$ cat src/rtl/n_bit_adder.sv
// Ripple-free behavioural W-bit adder with carry-in and carry-out.
// Shared arithmetic building block; 'of' is the carry out of the top bit.
module n_bit_adder #(
    parameter int W = 4
) (
    input  logic [W-1:0] a,
    input  logic [W-1:0] b,
    input  logic         cin,
    output logic [W-1:0] sum,
    output logic         of
);

    assign {of, sum} = {1'b0, a} + {1'b0, b} + {{W{1'b0}}, cin};

endmodule

$ cat src/rtl/n_bit_divider_seq.sv
// Sequential unsigned N-bit restoring divider, one quotient bit per clock.
// Handshake: start is taken only while busy=0; done pulses for one cycle with results.
module n_bit_divider_seq #(
    parameter int N = 4
) (
    input  logic         clk,
    input  logic         rst,
    input  logic         start,
    input  logic [N-1:0] dividend,
    input  logic [N-1:0] divisor,
    output logic         busy,
    output logic         done,
    output logic [N-1:0] quotient,
    output logic [N-1:0] remainder,
    output logic         div_by_zero
);

    typedef enum logic [1:0] {
        IDLE = 2'd0,
        RUN  = 2'd1,
        DONE = 2'd2
    } state_t;

    localparam int CNT_W = $clog2(N);
    localparam logic [CNT_W-1:0] CNT_LAST = CNT_W'(N - 1);

    state_t state_q, state_d;

    logic [N-1:0]     q_reg;
    logic [N-1:0]     d_reg;
    // Restored R always fits in N bits; the extra bit only exists inside a step.
    logic [N-1:0]     r_reg;
    logic [CNT_W-1:0] cnt_q;

    logic [N:0]   step_t;
    logic [N:0]   step_diff;
    logic         step_ge;
    logic [N:0]   step_r;
    logic [N-1:0] step_q;
    logic         r_msb_unused;
    logic         accept;
    logic         last_step;

    // T - {0,D} as T + ~{0,D} + 1; carry out set means T >= D.
    n_bit_adder #(.W(N + 1)) u_sub (
        .a   (step_t),
        .b   (~{1'b0, d_reg}),
        .cin (1'b1),
        .sum (step_diff),
        .of  (step_ge)
    );

    always_comb begin
        step_t       = {r_reg, q_reg[N-1]};
        step_r       = step_ge ? step_diff : step_t;
        step_q       = {q_reg[N-2:0], step_ge};
        r_msb_unused = step_r[N];
        accept       = (state_q == IDLE) && start;
        last_step    = (state_q == RUN) && (cnt_q == CNT_LAST);
    end

    always_comb begin
        state_d = state_q;
        case (state_q)
            IDLE: if (start) state_d = (divisor == '0) ? DONE : RUN;
            RUN:  if (cnt_q == CNT_LAST) state_d = DONE;
            DONE: state_d = IDLE;
            default: state_d = IDLE;
        endcase
    end

    always_ff @(posedge clk or posedge rst) begin
        if (rst) begin
            state_q <= IDLE;
        end else begin
            state_q <= state_d;
        end
    end

    always_ff @(posedge clk or posedge rst) begin
        if (rst) begin
            q_reg <= '0;
            d_reg <= '0;
            r_reg <= '0;
            cnt_q <= '0;
        end else if (accept) begin
            q_reg <= dividend;
            d_reg <= divisor;
            r_reg <= '0;
            cnt_q <= '0;
        end else if (state_q == RUN) begin
            q_reg <= step_q;
            r_reg <= step_r[N-1:0];
            cnt_q <= cnt_q + 1'b1;
        end
    end

    // Result registers change only on the edge that enters DONE.
    always_ff @(posedge clk or posedge rst) begin
        if (rst) begin
            quotient    <= '0;
            remainder   <= '0;
            div_by_zero <= 1'b0;
        end else if (accept && (divisor == '0)) begin
            quotient    <= '1;
            remainder   <= dividend;
            div_by_zero <= 1'b1;
        end else if (last_step) begin
            quotient    <= step_q;
            remainder   <= step_r[N-1:0];
            div_by_zero <= 1'b0;
        end
    end

    assign busy = (state_q != IDLE);
    assign done = (state_q == DONE);

endmodule

$ cat config.mk
export PLATFORM = sky130hd
export DESIGN_NAME = n_bit_divider_seq
export DESIGN_NICKNAME = d
export VERILOG_FILES = /design/src/rtl/n_bit_adder.sv /design/src/rtl/n_bit_divider_seq.sv
export SDC_FILE = /design/constraint.sdc
export NUM_CORES = 1
export LEC_CHECK = 0
export BUFFER_PORTS_ARGS = -buffer_cell sky130_fd_sc_hd__buf_4
export CAP_MARGIN = 20
export CORE_ASPECT_RATIO = 1.5
export CORE_MARGIN = 5
export CORE_UTILIZATION = 40
export CTS_BUF_LIST = sky130_fd_sc_hd__clkbuf_8
export CTS_CLUSTER_SIZE = 14
export DETAILED_ROUTE_END_ITERATION = 12
export HOLD_SLACK_MARGIN = 0.02
export PLACE_DENSITY = 0.71
export SLEW_MARGIN = 10
export SYNTH_ARGS = -nofsm -noshare
export SYNTH_HDL_FRONTEND = slang
export SYNTH_HIERARCHICAL = 1
export SYNTH_SLANG_ARGS = --single-unit
$ cat constraint.sdc
create_clock -name clk -period 2.05 [get_ports clk]
set_input_delay 0.41 -clock clk [delete_from_list [all_inputs] [get_ports clk]]
set_output_delay 0.41 -clock clk [all_outputs]
set_load 0.1 [all_outputs]
# Word level (Yosys, flattened, before mapping)
# Index checks and enable logic that the tools add are counted.
# classes
n_addsub,3
n_eq_ne,5
mux,17
n_bitwise,1
n_reduce_logical,9
# op_table
operator,n
two-way mux 4 bit,9
two-way mux 2 bit,5
adder 5 x 5 -> 6 bit,1
adder 6 x 1 -> 6 bit (second input constant),1
nonzero test 2 bit,3
NOT 4 -> 5 bit,1
== test 2 bit (second input constant),2
zero test 4 bit,1
!= test 2 bit (second input constant),2
one-hot mux 2 bit (2 select lines),1
logical AND 1 bit,3
adder 2 x 1 -> 2 bit (second input constant),1
== test 2 x 1 -> 1 bit (second input constant),1
zero test 2 bit,1
two-way mux 1 bit,2
AND reduction 2 bit,1
# word_totals
reg_bits,25
input_bits,11
out_inout_bits,11
wordCells,43

# Longest topological paths before layout
# Gate-level depths: netlist of the first run.
# depth
ltp_word,6
mapped_depth,10
ltp_nobuf,9

# Cells and area by module
# Netlist of the first run, hierarchy kept.
# by_module_without_submodules
module,n_inst,cells_per_inst,area_per_inst_um2
n_bit_divider_seq,1,110,1128.6
n_bit_adder,1,24,195.2

# Worst setup path before layout of the first run
# No wires, ideal clock.
# synth_timing
kind,flip-flop to flip-flop
startpoint,reg d_reg[0]
endpoint,reg remainder[0]
t_arrival_ps,2050
required_ps,1923
slack_ps,-127
path_stages_with_launch,11
n_path_buf,1
synth_period_minus_slack_ps,2177
cell_sequence,dfrtp_1 inv_1 inv_1 fa_1 nor2b_1 o211ai_1 a21oi_1 clkbuf_1 mux2i_1 nor2_1 a221o_1
# synth_via
elab_chain_cells,6
# synth_lines
item,line,rtl
from (decl),n_bit_divider_seq.sv:30,logic [N-1:0] d_reg;
from (signal assigned),n_bit_divider_seq.sv:88,d_reg <= divisor;
NOT 4 -> 5 bit,n_bit_divider_seq.sv:47,".b (~{1'b0, d_reg}),"
adder 5 x 5 -> 6 bit,n_bit_adder.sv:13,"assign {of, sum} = {1'b0, a} + {1'b0, b} + {{W{1'b0}}, cin};"
adder 6 x 1 -> 6 bit,n_bit_adder.sv:13,
named net step_ge,n_bit_divider_seq.sv:37,logic step_ge;
two-way mux 4 bit,n_bit_divider_seq.sv:55,step_r = step_ge ? step_diff : step_t;
two-way mux 4 bit,n_bit_divider_seq.sv:108,end else if (last_step) begin
two-way mux 4 bit,n_bit_divider_seq.sv:104,end else if (accept && (divisor == '0)) begin
to (signal assigned),n_bit_divider_seq.sv:106,remainder <= dividend;
to (signal assigned),n_bit_divider_seq.sv:110,remainder <= step_r[N-1:0];
to (decl),n_bit_divider_seq.sv:14,"output logic [N-1:0] remainder,"
# The timed path passes the listed nets, and every way through them passes these cells. The select of a mux whose other input is x is not followed.
# A chain may end at the register's enable or synchronous reset.

# Worst setup path in the final report of the first run
# Same ends and word-level chain as after synthesis.

==> results.json, run 1 <==
{
  "final_area_sq_mm": 0.001649,
  "drive_gt1_share_pct": 30.49,
  "htree_levels": 1,
  "hold_violations": 0,
  "worst_pin_slew_ns": 0.5900,
  "rsz0062_at_grt": "yes",
  "dp_hpwl_um": 2179,
  "cts_sinks": 25,
  "die_h_um": 79.89,
  "slew_headroom_pct": 60.58,
  "die_area_sq_mm": 0.004521,
  "routabilityCongestion": 0.7807,
  "fp-row-count": 25,
  "cts_buffers": 3,
  "post_dp_cell_area_sq_mm": 0.001553,
  "synthesis.area_sq_mm": 0.001302,
  "max_freq_ghz": 0.4882,
  "finalCritPeriodShare_pct": 99.92,
  "outcome": "finished, final reports clean",
  "grt_pass1_wl_um": 4912,
  "via_per_inst": 5.181,
  "path_max_fanout": 5,
  "cts_tree": "done",
  "cts_buffer_depth": 2,
  "start_util_pct": 41.23,
  "critPathSlowestCell": "dfrtp_1",
  "root_buffer": "clkbuf_8",
  "port_buffers": 21,
  "ant_nets": 0,
  "grt_pass1_vias": 1085,
  "die_w_um": 56.59,
  "skew_ns": 0.008027,
  "core_area_sq_mm": 0.003159,
  "synthCells": 131,
  "dr.pass1.iters": 4,
  "wire_per_inst_um": 14.09,
  "arrival_ns": 2.21,
  "hold_path_class": "in2async",
  "ff2ff_setup_slack_ns": 0.002,
  "maxCapViolations": 0,
  "max_stage_delay_ns": 0.38,
  "syn2layout_area_growth_pct": 26.61,
  "grt_max_degree": 26,
  "overflow": 0,
  "crit_required_ns": 2.21,
  "path_clk_slew_ns": 0.09,
  "setup_viol": 0,
  "start_kind": "flip-flop",
  "drtIter0Drc": 31,
  "path_buf_inv": 3,
  "crit_type": "reg2reg",
  "synth_warnings": 6,
  "cp-end-kind": "flip-flop",
  "clock_latency_ns": 0.27,
  "path_cells": "inv_2, inv_2, fa_2, nor2b_4, o211ai_1, a21oi_1, buf_4, mux2i_2, nor2_1, a221o_1",
  "crit_family": "compound AO/OA/AOI/OAI gates",
  "avgSynthCellArea_sq_um": 9.943,
  "diodes": 0,
  "period_minus_slack_ns": 2.048,
  "report.final.slew_viol_count": 0,
  "postCtsHoldBufs": 0,
  "grtUsageTotal_pct": 13.74,
  "wl_um": 2874,
  "route.vias.total": 1057,
  "ios": 22,
  "cp_common_cell": "inv_2",
  "drc_errors": 0,
  "antenna_found_initial": 0,
  "nNetsFinal": 183
}
==> per-stage QoR <==
stage	util, %	TNS (ns)	instances	hold WS (ns)	setup slack (ns)
after global routing	52.20	-0.6985	204	0.2100	-0.1664
final	52.20	0	204	0.1890	0.001562
after CTS	51.68	-0.1296	203	0.1989	-0.03989
after floorplan	-	0	132	0.4373	0.02011
after detailed placement	49.15	-0.4587	197	0.4866	-0.1482
after global placement	49.15	-0.2566	197	0.4620	-0.1032
==> layout make-up <==
| cell class | instances | area [sq um] |
|---|---|---|
| tap | 40 | 50.05 |
| clock buffer | 3 | 41.29 |
| timing repair buffer | 33 | 247.7 |
| sequential | 25 | 625.6 |
| inverter | 12 | 45.04 |
| clock inverter | 1 | 5.005 |
| fill | 275 | 1510 |
| multi-input combinational | 90 | 634.4 |
==> metal layers <==
layer  vias to the layer above  track usage [%]  routed length, um
met3                         8            2.427                151
met4                         0            5.701                 72
met5                         -                0                  0
li1                        509                -                  -
met1                       513            15.46               1128
met2                        27            25.00               1522
==> path summary, 6_finish.rpt <==
| kind | start | to | cells past startpoint |
|---|---|---|---|
| max in group asynchronous | rst | r_reg[0] | 3 |
| max | d_reg[0] | remainder[0] | 10 |
| min reg2reg | quotient[3] | quotient[3] | 2 |
| max reg2reg | d_reg[0] | remainder[0] | 10 |
| min | rst | remainder[3] | 3 |
| min in group clk | dividend[0] | remainder[0] | 2 |
==> worst reg2reg max path, cell delays in order, from the launching register on <==
cell      delay, ns
dfrtp_1        0.38
inv_2          0.06
inv_2          0.03
fa_2           0.35
nor2b_4        0.13
o211ai_1       0.08
a21oi_1        0.13
buf_4          0.18
mux2i_2        0.28
nor2_1         0.06
a221o_1        0.25
==> repair_timing <==
action,CTS,global route
setup endpoints to repair,5,8
pin swaps,3,2
buffers inserted,2,1
gates resized for setup,4,4
==> cells in the final DEF (no fill, tap or decap), types with 2 or more instances in the layout <==
cell type,n
a221o_1,4
inv_1,10
inv_2,2
a21oi_1,2
o21ai_0,3
clkbuf_8,3
dfrtp_1,25
nand3_1,6
or2_1,2
ha_1,5
o21ai_1,4
mux2i_2,2
buf_4,33
a22oi_1,4
nor2_1,7
nand2_1,25
conb_1,2
o22ai_1,5
Power of run 1 is left out: the tool's default activity adds up to more than one toggle a clock period on the data nets, which glitch-free logic cannot reach.
==> run 2: changes to the inputs <==
--- a/config.mk
+++ b/config.mk
@@ -5,6 +5,7 @@
 export SDC_FILE = /design/constraint.sdc
 export NUM_CORES = 1
 export LEC_CHECK = 0
+export ABC_AREA = 1
 export BUFFER_PORTS_ARGS = -buffer_cell sky130_fd_sc_hd__buf_4
 export CAP_MARGIN = 20
 export CORE_ASPECT_RATIO = 1.5
==> results.json, run 2 <==
{
  "hold_violations": 0,
  "wire_per_inst_um": 11.68,
  "htree_levels": 1,
  "ant_nets": 0,
  "utilization_pct": 49.62,
  "clock_latency_ns": 0.28,
  "avgSynthCellArea_sq_um": 7.805,
  "cp-end-kind": "flip-flop",
  "dr.pass1.iters": 4,
  "instances_no_fill": 233,
  "crit_type": "reg2reg",
  "synthesis.area_sq_mm": 0.001311,
  "grtUsageTotal_pct": 13.77,
  "root_buffer": "clkbuf_8",
  "path_max_fanout": 3,
  "rsz0062_at_grt": "no",
  "ff2ff_setup_slack_ns": 0.19,
  "postCtsHoldBufs": 0,
  "port_buffers": 21,
  "start_kind": "flip-flop",
  "fp-row-count": 25,
  "overflow": 0,
  "grt_pass1_wl_um": 4954,
  "via_per_inst": 4.652,
  "die_area_sq_mm": 0.004547,
  "post_cts_buffers": 0,
  "post_dp_cell_area_sq_mm": 0.001516,
  "grt_max_degree": 26,
  "routabilityCongestion": 0.8338,
  "path_clk_slew_ns": 0.09,
  "setup_viol": 0,
  "cts_tree": "done",
  "finalCritPeriodShare_pct": 90.81,
  "dpl.cell_count": 229,
  "die_w_um": 56.75,
  "drtIter0Drc": 24,
  "drive_gt1_share_pct": 17.62,
  "die_h_um": 80.12,
  "drc_errors": 0,
  "max_freq_ghz": 0.5371,
  "syn2layout_area_growth_pct": 19.56,
  "cts_buffers": 3,
  "route.vias.total": 1084,
  "r2r-start": "q_reg[3]",
  "final_common_cell": "nand2_1",
  "antenna_found_initial": 0,
  "diodes": 0,
  "hold_path_class": "in2async",
  "report.final.slew_viol_count": 0,
  "cts_buffer_depth": 2,
  "tns_ns": 0,
  "dp_hpwl_um": 2122,
  "outcome": "finished, final reports clean",
  "r2r-end": "remainder[1]",
  "arrival_ns": 2.02,
  "core_area_sq_mm": 0.003159,
  "period_minus_slack_ns": 1.862,
  "reg2regPathDepth": 8,
  "crit_required_ns": 2.21,
  "synthCells": 168,
  "grt_pass1_vias": 1151,
  "layout.cells.most_common_list": "nand2_1, inv_1, dfrtp_1",
  "synth_warnings": 6,
  "nNetsFinal": 212,
  "maxCapViolations": 0,
  "cts_resized": 0,
  "final_area_sq_mm": 0.001568,
  "cts_sinks": 25,
  "start_util_pct": 41.50,
  "wl_um": 2722,
  "skew_ns": 0.009477,
  "ios": 22
}
==> run 2: cell count changes in the layout (fill, tap and decap cells not counted), sizes merged, moves of 2 or more <==
cell,before,now
nor2b,2,0
nand2,25,65
nand3,6,16
a221o,4,0
o21ai,8,10
inv,12,27
a22oi,4,0
or2,3,0
o22ai,5,1
mux2i,4,0
buf,33,23
==> run 2: layout make-up <==
class                           instances  area [sq um]
Tap cell                               40         50.05
Multi-Input combinational cell        114         569.3
Fill cell                             323          1592
Timing Repair Buffer                   23         172.7
Clock buffer                            3         41.29
Inverter                               27         101.3
Clock inverter                          1         7.507
Sequential cell                        25         625.6
==> run 2: worst max-delay path: stages (launching register included) <==
cell and delay (ns):
dfrtp_1 0.39, inv_1 0.07, fa_1 0.41, inv_1 0.10
fa_1 0.41, nand2_1 0.07, o21ai_0 0.11, nand2_1 0.10
nand3_1 0.08
==> run 2: per-stage QoR <==
step,hold slack [ns],worst slack (ns)
final,0.1783,0.1883
after floorplan,0.4373,0.3331
after CTS,0.1863,0.1734
after global routing,0.2022,0.04919
after detailed placement,0.4714,0.2023
after global placement,0.4638,0.2140
==> run 2: worst max path at each step <==
| stage | startpoint | endpoint | slack (ns) | cells past startpoint |
|---|---|---|---|---|
| after floorplan | d_reg[0] | remainder[1] | 0.33 | 9 |
| after global placement | q_reg[3] | remainder[1] | 0.21 | 8 |
| after detailed placement | q_reg[3] | remainder[1] | 0.20 | 8 |
| after CTS | q_reg[3] | remainder[1] | 0.17 | 8 |
| after global routing | d_reg[0] | remainder[0] | 0.05 | 13 |
| final | q_reg[3] | remainder[1] | 0.19 | 8 |
==> run 2: metal layers <==
layer	up-vias	track usage, %	part of all wire (%)
met5	-	0	0
met4	0	6.729	2.8
met3	7	2.733	4.2
met2	18	25.00	50
met1	496	15.04	43
li1	563	-	-
Power of run 2 is left out for the same reason.
